==> config.mk <==
export PLATFORM = sky130hd
export DESIGN_NAME = csr_machine_unit
export DESIGN_NICKNAME = d
export VERILOG_FILES = /design/src/rtl/csr_machine_unit_pkg.sv /design/src/rtl/csr_counter.sv /design/src/rtl/csr_machine_unit.sv
export SDC_FILE = /design/constraint.sdc
export NUM_CORES = 2
export LEC_CHECK = 0
export ABC_AREA = 1
export CAP_MARGIN = 20
export CORE_UTILIZATION = 30
export DETAILED_ROUTE_END_ITERATION = 16
export PLACE_DENSITY = 0.49
export SLEW_MARGIN = 30
export SYNTH_ARGS = -nofsm -noshare
export SYNTH_HDL_FRONTEND = slang
export SYNTH_HIERARCHICAL = 1
export SYNTH_SLANG_ARGS = --single-unit
export TNS_END_PERCENT = 50
==> constraint.sdc <==
create_clock -name clk -period 6.7 [get_ports clk]
set_clock_uncertainty 0.15 [all_clocks]
set_input_delay 0.67 -clock clk [delete_from_list [all_inputs] [get_ports clk]]
set_output_delay 0.67 -clock clk [all_outputs]
set_load 0.01 [all_outputs]
==> src/rtl/csr_machine_unit_pkg.sv <==
// csr_machine_unit_pkg: shared CSR addresses, cause codes, encodings and helpers
package csr_machine_unit_pkg;
  localparam logic [11:0] CSR_MSTATUS = 12'h300;
  localparam logic [11:0] CSR_MISA = 12'h301;
  localparam logic [11:0] CSR_MIE = 12'h304;
  localparam logic [11:0] CSR_MTVEC = 12'h305;
  localparam logic [11:0] CSR_MCOUNTINHIBIT = 12'h320;
  localparam logic [11:0] CSR_MSCRATCH = 12'h340;
  localparam logic [11:0] CSR_MEPC = 12'h341;
  localparam logic [11:0] CSR_MCAUSE = 12'h342;
  localparam logic [11:0] CSR_MTVAL = 12'h343;
  localparam logic [11:0] CSR_MIP = 12'h344;
  localparam logic [11:0] CSR_MCYCLE = 12'hB00;
  localparam logic [11:0] CSR_MINSTRET = 12'hB02;
  localparam logic [11:0] CSR_MHPM = 12'hB03;
  localparam logic [11:0] CSR_HI_OFS = 12'h080;
  localparam logic [11:0] CSR_MVENDORID = 12'hF11;
  localparam logic [11:0] CSR_MARCHID = 12'hF12;
  localparam logic [11:0] CSR_MIMPID = 12'hF13;
  localparam logic [11:0] CSR_MHARTID = 12'hF14;
  localparam logic [31:0] MISA_VAL = 32'h4000_1100;
  localparam logic [4:0] CAUSE_MSI = 5'd3;
  localparam logic [4:0] CAUSE_MTI = 5'd7;
  localparam logic [4:0] CAUSE_MEI = 5'd11;
  localparam logic [4:0] CAUSE_LOCAL = 5'd16;
  typedef enum logic [1:0] {WOP_NOP, WOP_WRITE, WOP_SET, WOP_CLEAR} wop_e;
  typedef enum logic {ST_RUN, ST_WAIT} wfi_state_e;
  typedef struct packed {
    logic mpie;
    logic mie;
  } mstatus_t;
  localparam mstatus_t MSTATUS_INIT = '{mpie: 1'b0, mie: 1'b0};
  typedef struct packed {
    logic [15:0] lcl;
    logic [3:0] rsv3;
    logic meip;
    logic [2:0] rsv2;
    logic mtip;
    logic [2:0] rsv1;
    logic msip;
    logic [2:0] rsv0;
  } irq_t;
  function automatic logic [31:0] mstatus_rd(mstatus_t s);
    return {19'b0, 2'b11, 3'b0, s.mpie, 3'b0, s.mie, 3'b0};
  endfunction
  function automatic logic [31:0] wop_apply(wop_e op, logic [31:0] old, logic [31:0] src);
    return op == WOP_WRITE ? src : op == WOP_SET ? old | src : op == WOP_CLEAR ? old & ~src : old;
  endfunction
  function automatic logic [11:0] cnt_addr(int k);
    return k == 0 ? CSR_MCYCLE : k == 1 ? CSR_MINSTRET : CSR_MHPM + 12'(k - 2);
  endfunction
endpackage

==> src/rtl/csr_counter.sv <==
// csr_counter: wide event counter with inhibit and independently writable 32-bit halves
module csr_counter #(
  parameter int W = 64
) (
  input  logic        clk,
  input  logic        rst,
  input  logic        inc,
  input  logic        inh,
  input  logic        wr_lo,
  input  logic        wr_hi,
  input  logic [31:0] wdata,
  output logic [31:0] lo,
  output logic [31:0] hi
);
  logic [W-1:0] cnt;
  logic [63:0] ext;
  assign ext = 64'(cnt);
  assign lo = ext[31:0];
  assign hi = ext[63:32];
  // a half write replaces the whole cycle's update; otherwise count unless inhibited
  always_ff @(posedge clk) begin
    if (rst) cnt <= '0;
    else if (wr_lo) cnt <= W'({ext[63:32], wdata});
    else if (wr_hi) cnt <= W'({wdata, ext[31:0]});
    else if (inc && !inh) cnt <= cnt + W'(1);
  end
endmodule

==> src/rtl/csr_machine_unit.sv <==
// csr_machine_unit: machine-mode CSR file, counters, trap controller and WFI stall FSM
module csr_machine_unit
  import csr_machine_unit_pkg::*;
#(
  parameter int          NUM_LOCAL   = 4,
  parameter int          NUM_HPM     = 2,
  parameter int          CNT_WIDTH   = 64,
  parameter logic [31:0] MTVEC_RESET = 32'h0
) (
  input  logic                 clk,
  input  logic                 rst,
  input  logic                 rd_en,
  input  logic [11:0]          raddr,
  output logic [31:0]          rdata,
  output logic                 illegal,
  input  logic                 wr_en,
  input  logic [11:0]          waddr,
  input  logic [1:0]           wop,
  input  logic [31:0]          wsrc,
  input  logic                 retire,
  input  logic [NUM_HPM-1:0]   hpm_event,
  input  logic                 exc_valid,
  input  logic [3:0]           exc_cause,
  input  logic [31:0]          exc_epc,
  input  logic [31:0]          exc_tval,
  input  logic [31:0]          irq_epc,
  input  logic                 mret,
  input  logic                 wfi,
  input  logic                 ext_irpt,
  input  logic                 timer_irpt,
  input  logic                 soft_irpt,
  input  logic [NUM_LOCAL-1:0] local_irpt,
  output logic                 trap,
  output logic [31:0]          trap_pc,
  output logic                 mret_out,
  output logic [31:0]          mepc_out,
  output logic                 stall
);
  localparam int NC = 2 + NUM_HPM;
  localparam logic [31:0] MIE_MASK = 32'h888 | 32'(((64'd1 << NUM_LOCAL) - 64'd1) << 16);
  localparam logic [31:0] INH_MASK = 32'h5 | 32'(((64'd1 << NUM_HPM) - 64'd1) << 3);
  mstatus_t mst;
  irq_t mie_q, mip_q;
  logic [31:0] mtvec, mscratch, mepc, mcause, mtval, minh;
  logic [31:0] cnt_lo [NC];
  logic [31:0] cnt_hi [NC];
  logic [NC-1:0] cnt_inc;
  wfi_state_e state;
  logic [32:0] rd_r, wr_r;
  logic [31:0] wnew, en_pend, pend, tbase, tpc;
  logic [4:0] icause;
  logic we, take, take_irq;
  wop_e op;
  function automatic logic [32:0] csr_read(logic [11:0] a);
    logic [32:0] r;
    r = {1'b1, 32'b0};
    case (a)
      CSR_MSTATUS: r[31:0] = mstatus_rd(mst);
      CSR_MISA: r[31:0] = MISA_VAL;
      CSR_MIE: r[31:0] = mie_q;
      CSR_MIP: r[31:0] = mip_q;
      CSR_MTVEC: r[31:0] = mtvec;
      CSR_MCOUNTINHIBIT: r[31:0] = minh;
      CSR_MSCRATCH: r[31:0] = mscratch;
      CSR_MEPC: r[31:0] = mepc;
      CSR_MCAUSE: r[31:0] = mcause;
      CSR_MTVAL: r[31:0] = mtval;
      CSR_MVENDORID, CSR_MARCHID, CSR_MIMPID, CSR_MHARTID: r[31:0] = '0;
      default: r[32] = 1'b0;
    endcase
    for (int k = 0; k < NC; k++) begin
      if (a == cnt_addr(k)) r = {1'b1, cnt_lo[k]};
      if (a == cnt_addr(k) + CSR_HI_OFS) r = {1'b1, cnt_hi[k]};
    end
    return r;
  endfunction
  assign rd_r = csr_read(raddr);
  assign wr_r = csr_read(waddr);
  // read port, illegal-access detect and write-operand formation
  always_comb begin
    rdata = rd_en ? rd_r[31:0] : '0;
    illegal = (rd_en && !rd_r[32]) || (wr_en && waddr[11:10] == 2'b11);
    op = wop_e'(wop);
    wnew = wop_apply(op, wr_r[31:0], wsrc);
    we = wr_en && wr_r[32] && waddr[11:10] != 2'b11 && (op == WOP_WRITE || (op != WOP_NOP && wsrc != '0));
  end
  // interrupt arbitration: MEI > MSI > MTI > lowest-index local line
  always_comb begin
    en_pend = mie_q & mip_q;
    pend = mst.mie ? en_pend : '0;
    icause = CAUSE_MEI;
    for (int i = NUM_LOCAL - 1; i >= 0; i--) icause = pend[16 + i] ? CAUSE_LOCAL + 5'(i) : icause;
    icause = pend[CAUSE_MTI] ? CAUSE_MTI : icause;
    icause = pend[CAUSE_MSI] ? CAUSE_MSI : icause;
    icause = pend[CAUSE_MEI] ? CAUSE_MEI : icause;
    take_irq = !exc_valid && pend != '0;
    take = exc_valid || take_irq;
    tbase = {mtvec[31:2], 2'b00};
    tpc = take_irq && mtvec[1:0] == 2'b01 ? tbase + {25'b0, icause, 2'b00} : tbase;
  end
  assign cnt_inc = {hpm_event, retire, 1'b1};
  assign mepc_out = mepc;
  for (genvar c = 0; c < NC; c++) begin : g_cnt
    localparam int IB = c == 0 ? 0 : c == 1 ? 2 : c + 1;
    csr_counter #(.W(CNT_WIDTH)) u_cnt (
      .clk   (clk),
      .rst   (rst),
      .inc   (cnt_inc[c]),
      .inh   (minh[IB]),
      .wr_lo (we && waddr == cnt_addr(c)),
      .wr_hi (we && waddr == cnt_addr(c) + CSR_HI_OFS),
      .wdata (wnew),
      .lo    (cnt_lo[c]),
      .hi    (cnt_hi[c])
    );
  end
  // CSR state and trap/mret sequencing; trap updates override same-cycle software writes
  always_ff @(posedge clk) begin
    if (rst) begin
      mst <= MSTATUS_INIT;
      mie_q <= '0;
      mip_q <= '0;
      mtvec <= MTVEC_RESET;
      mscratch <= '0;
      mepc <= '0;
      mcause <= '0;
      mtval <= '0;
      minh <= '0;
      trap <= 1'b0;
      trap_pc <= '0;
      mret_out <= 1'b0;
    end else begin
      mip_q <= irq_t'({16'(local_irpt), 4'b0, ext_irpt, 3'b0, timer_irpt, 3'b0, soft_irpt, 3'b0});
      if (we && waddr == CSR_MSTATUS) mst <= '{mpie: wnew[7], mie: wnew[3]};
      if (we && waddr == CSR_MIE) mie_q <= irq_t'(wnew & MIE_MASK);
      if (we && waddr == CSR_MTVEC) mtvec <= wnew;
      if (we && waddr == CSR_MSCRATCH) mscratch <= wnew;
      if (we && waddr == CSR_MEPC) mepc <= wnew & ~32'h3;
      if (we && waddr == CSR_MCAUSE) mcause <= wnew;
      if (we && waddr == CSR_MTVAL) mtval <= wnew;
      if (we && waddr == CSR_MCOUNTINHIBIT) minh <= wnew & INH_MASK;
      trap <= take;
      mret_out <= mret && !take;
      if (take) begin
        mst <= '{mpie: mst.mie, mie: 1'b0};
        mcause <= exc_valid ? {28'b0, exc_cause} : {1'b1, 26'b0, icause};
        mepc <= (exc_valid ? exc_epc : irq_epc) & ~32'h3;
        mtval <= exc_valid ? exc_tval : '0;
        trap_pc <= tpc;
      end else if (mret) mst <= '{mpie: 1'b1, mie: mst.mpie};
    end
  end
  // WFI stall FSM: sleep while no enabled interrupt is pending, wake regardless of MIE
  always_ff @(posedge clk) begin
    if (rst) begin
      state <= ST_RUN;
      stall <= 1'b0;
    end else if (state == ST_RUN && wfi && en_pend == '0) begin
      state <= ST_WAIT;
      stall <= 1'b1;
    end else if (state == ST_WAIT && en_pend != '0) begin
      state <= ST_RUN;
      stall <= 1'b0;
    end
  end
endmodule

==> metrics.md <==
| Metric | Value |
|---|---|
| Count leader, synth | nand2_1 |
| Post-synth top area share | 0.251 |
| Synth area leaders | dfxtp_1 (25%), nand2_1 (18%), nor2_1 (9.1%), a21oi_1 (8.8%), inv_1 (7.5%) |
| Synth warnings | 6 |
| CTS root buffer | clkbuf_16 |
| Crit path cell chain | clkdlybuf4s50_1, nor3_1, nand2_1, nor2_1, nand2_1, o2111ai_1, o2111ai_1, inv_1, o21ai_0, a21oi_1, clkdlybuf4s50_1 |
| Worst-case hold path end point | g_cnt[0].u_cnt/cnt[37] |
| Vias | about 46000 |
| Asr flop ratio synth | 0 |
| Mux share of post-synthesis cell area | 0.000805 |
| Resized cells post-CTS | 0 |
| Crit start category | input pin |
| RSZ-0062 raised after global routing | false |
| Simple-gate share of the synthesized area | 0.378 |
| Worst-margin pin slew | 1.15 ns |
| Number of global-route vias before repair | 42000 |
| Iteration-0 DRC Markers | 5463 |
| Clk buf depth | 3 |
| Area delta synth->final | 17.8% |
| H-tree Lvls | 2 |
| Largest fanout on the critical path | 16 |
| Fin nets | a little under 7000 |
| Pleak | ~18 nW |
| Core Footprint | 123000 um^2 |
| GR Overflow Total | 0 |
| Post-Route Setup TNS | 0 ns |
| # fillers | 14000 |
| Synth Area per Inst | 5.66 um^2 |
| Endpoint class of the critical path | output pin |
| Initial antenna violation count | 15 |
| TritonRoute pass-1 iters | 6 |
| CTS tree | done |
| Main combinational cell family by area after synthesis | simple AND/OR/NAND/NOR gates |
| Hold Path Stages | 2 |
| VDD IR-drop max | between 0.15 and 0.2 mV |
| CTS Hold Bufs | 0 |
| Rel. slew slack | 0.231 |
| Final setup viols | 0 |
| Max Cap Viol | 0 |
| Status | finished clean |
| Adder-Cell Fraction of Synth Area | 0.00356 |
| Clock slew at reported path FFs | roughly 0.060 ns |
| Xor and xnor area share after synthesis | 0.00939 |
| Chip width | approximately 350 um |
| Yosys cell types | 61 |
| Yosys reg bits | around 470 |
| Peak Freq | between 150 and 200 MHz |
| PortBufs | 266 |
| Fraction of layout cells with a size suffix above 1 | 0.0662 |
| Post-synthesis sequential area ratio | 0.251 |
| WL final | roughly 220 mm |
| Post-DR wirelength/cell | 26.0 um |
| Post-synth EDFFs | 0 |
| Post-Syn Area | 37300 um^2 |
| Sink Count | around 470 |
| Post-layout min period | 5.84 ns |
| Die area | approximately 130000 um^2 |
| Post-CTS Setup Repair Bufs | 0 |
| R2R depth | 19 |
| CP delay by family, top | compound AO/OA/AOI/OAI gates |
| R2R Setup Slk | between 2 and 3 ns |
| Final hold violation count | 0 |
| Cells after synthesis | around 6600 |
| Worst r2r src | mst[0] |
| Vias/cell | 5.53 |
| Num rows | between 100 and 150 |
| Worst EP arrival | 5.02 ns |
| Overall Global Routing Usage | 0.334 |
| Initial core utilization | 0.304 |
| Final Max Slew Viols | 0 |
| Worst skew pair latency | between 0.7 and 0.8 ns |
| Antenna Nets Post-Route | 0 |
| CTS Buf Count | 60 |
| Synth cell count leaders | nand2_1 (1828), nor2_1 (902), inv_1 (745) |
| CP bufs+invs | 3 |
| Final Total Pwr | between 0.007 and 0.008 W |
| Pwr per Cell Area | 166 nW/um^2 |
| Largest net degree at the start of global routing | between 70 and 80 |
| Worst Min Path Start | rst |
| Worst path max stage delay | 0.77 ns |
| Ports | 275 |
| Critical path required time | ~5.9 ns |
| Final period utilization | 0.872 |
| Critical-path top delay cell | o2111ai_1 |
| R2r endpoint | trap_pc[30] |
| Hold Path Class | in -> reg |
| CP Class | in -> out |
| Most used DFF post-synth | dfxtp_1 |
| Area leader, netlist | dfxtp_1 |
| Post-route DRC | 0 |
| First-pass GRT wire length | 307 mm |
| GP Congestion | roughly 1.0 |
| Die Span Y | 355 um |
| Post-synthesis compound-gate area fraction | 0.242 |
| Post-DP HPWL | around 170 mm |
per-stage QoR:
step                 util  std cells  area (um^2)  setup WS, ns  hold WS, ns
global placement    0.340       8280        41600         0.959        0.294
CTS                 0.358       8393        43900         0.991        0.194
detailed placement  0.340       8283        41700          1.00        0.294
finish              0.359       8402        43900         0.859        0.203
floorplan               -       6586        37300          3.46        0.294
global route        0.358       8396        43900         0.623        0.234
where the power goes:
group          switching, W  internal, W  total (W)
Clock               0.00149      0.00215    0.00364
Combinational      0.000536     0.000232   0.000768
Sequential        0.0000652      0.00282    0.00288
worst max-delay path by stage:
stage | startpoint | end | cells past startpoint
4_1_cts | raddr[4] | rdata[20] | 14
5_1_grt | raddr[4] | rdata[20] | 14
6_report | raddr[10] | rdata[11] | 11
3_3_place_gp | raddr[4] | rdata[3] | 15
2_1_floorplan | raddr[1] | rdata[1] | 12
3_5_place_dp | raddr[4] | rdata[20] | 14
worst reg2reg max path, stage by stage, from the launching register on:
cell and delay (ns):
dfxtp_1 0.50, inv_2 0.20, o21ai_2 0.29, nor2_1 0.11, nand2_1 0.15, ha_1 0.26, fa_1 0.23, inv_1 0.05
o31ai_1 0.35, a21oi_1 0.20, nor2_4 0.17, nand3_2 0.12, nor2_4 0.14, nand2_2 0.14, nor2_4 0.16, nand2_1 0.11
o21ai_0 0.19, nand2_1 0.07, nand2_1 0.06, nand2_1 0.05
placed cells by master (no fill, tap or decap), drive strengths merged, types with 9 or more instances in the layout:
master / n
dfxtp: 467
nor4: 18
inv: 780
ha: 9
nand3b: 41
a31oi: 51
clkdlybuf4s50: 264
a211oi: 20
o2111ai: 57
o22ai: 106
bufinv: 9
or2: 11
a22oi: 43
nand3: 350
clkinv: 23
nor2: 976
nand2: 1874
o211ai: 62
nor3: 52
o221a: 10
a21oi: 661
nand4: 41
a221oi: 9
xor2: 40
buf: 116
clkbuf: 81
o21ai: 532
routing by layer:
metal,part of all wire,vias to the layer above,GRT usage
li1,-,21800,-
met1,0.42,21900,0.440
met3,0.087,470,0.0583
met4,0.063,6,0.191
met2,0.43,2284,0.512
met5,0.00019,-,0
cells by family after synthesis:
| family | Yosys count |
|---|---|
| AND/OR/NAND/NOR | 3368 |
| other | 2 |
| adder cells (fa/ha/maj) | 10 |
| AO/OA/AOI/OAI | 1597 |
| flip-flops | 467 |
| XOR/XNOR | 40 |
| multiplexers | 3 |
| buffers and inverters | 1096 |
final cells by class:
class                      count  area (um^2)  share of cell area
tap                         1625         2030              0.0463
antenna                        8         20.0            0.000456
sequential                   467         9350               0.213
timing repair buffer         380         3610              0.0822
clock buffer                  81         1720              0.0392
multi-input combinational   5023        23800               0.542
clock inverter                29          437             0.00994
inverter                     789         2970              0.0675
state kept, by name (all words and copies together) (netlist names), 2 cells and up:
name	count
mcause	32
mst	2
mip_q	7
trap_pc	30
mepc_out	30
mscratch	32
mtval	32
g_cnt.u_cnt/cnt	256
mtvec	32
minh	4
mie_q	7
(Power assumes the default switching activity.)
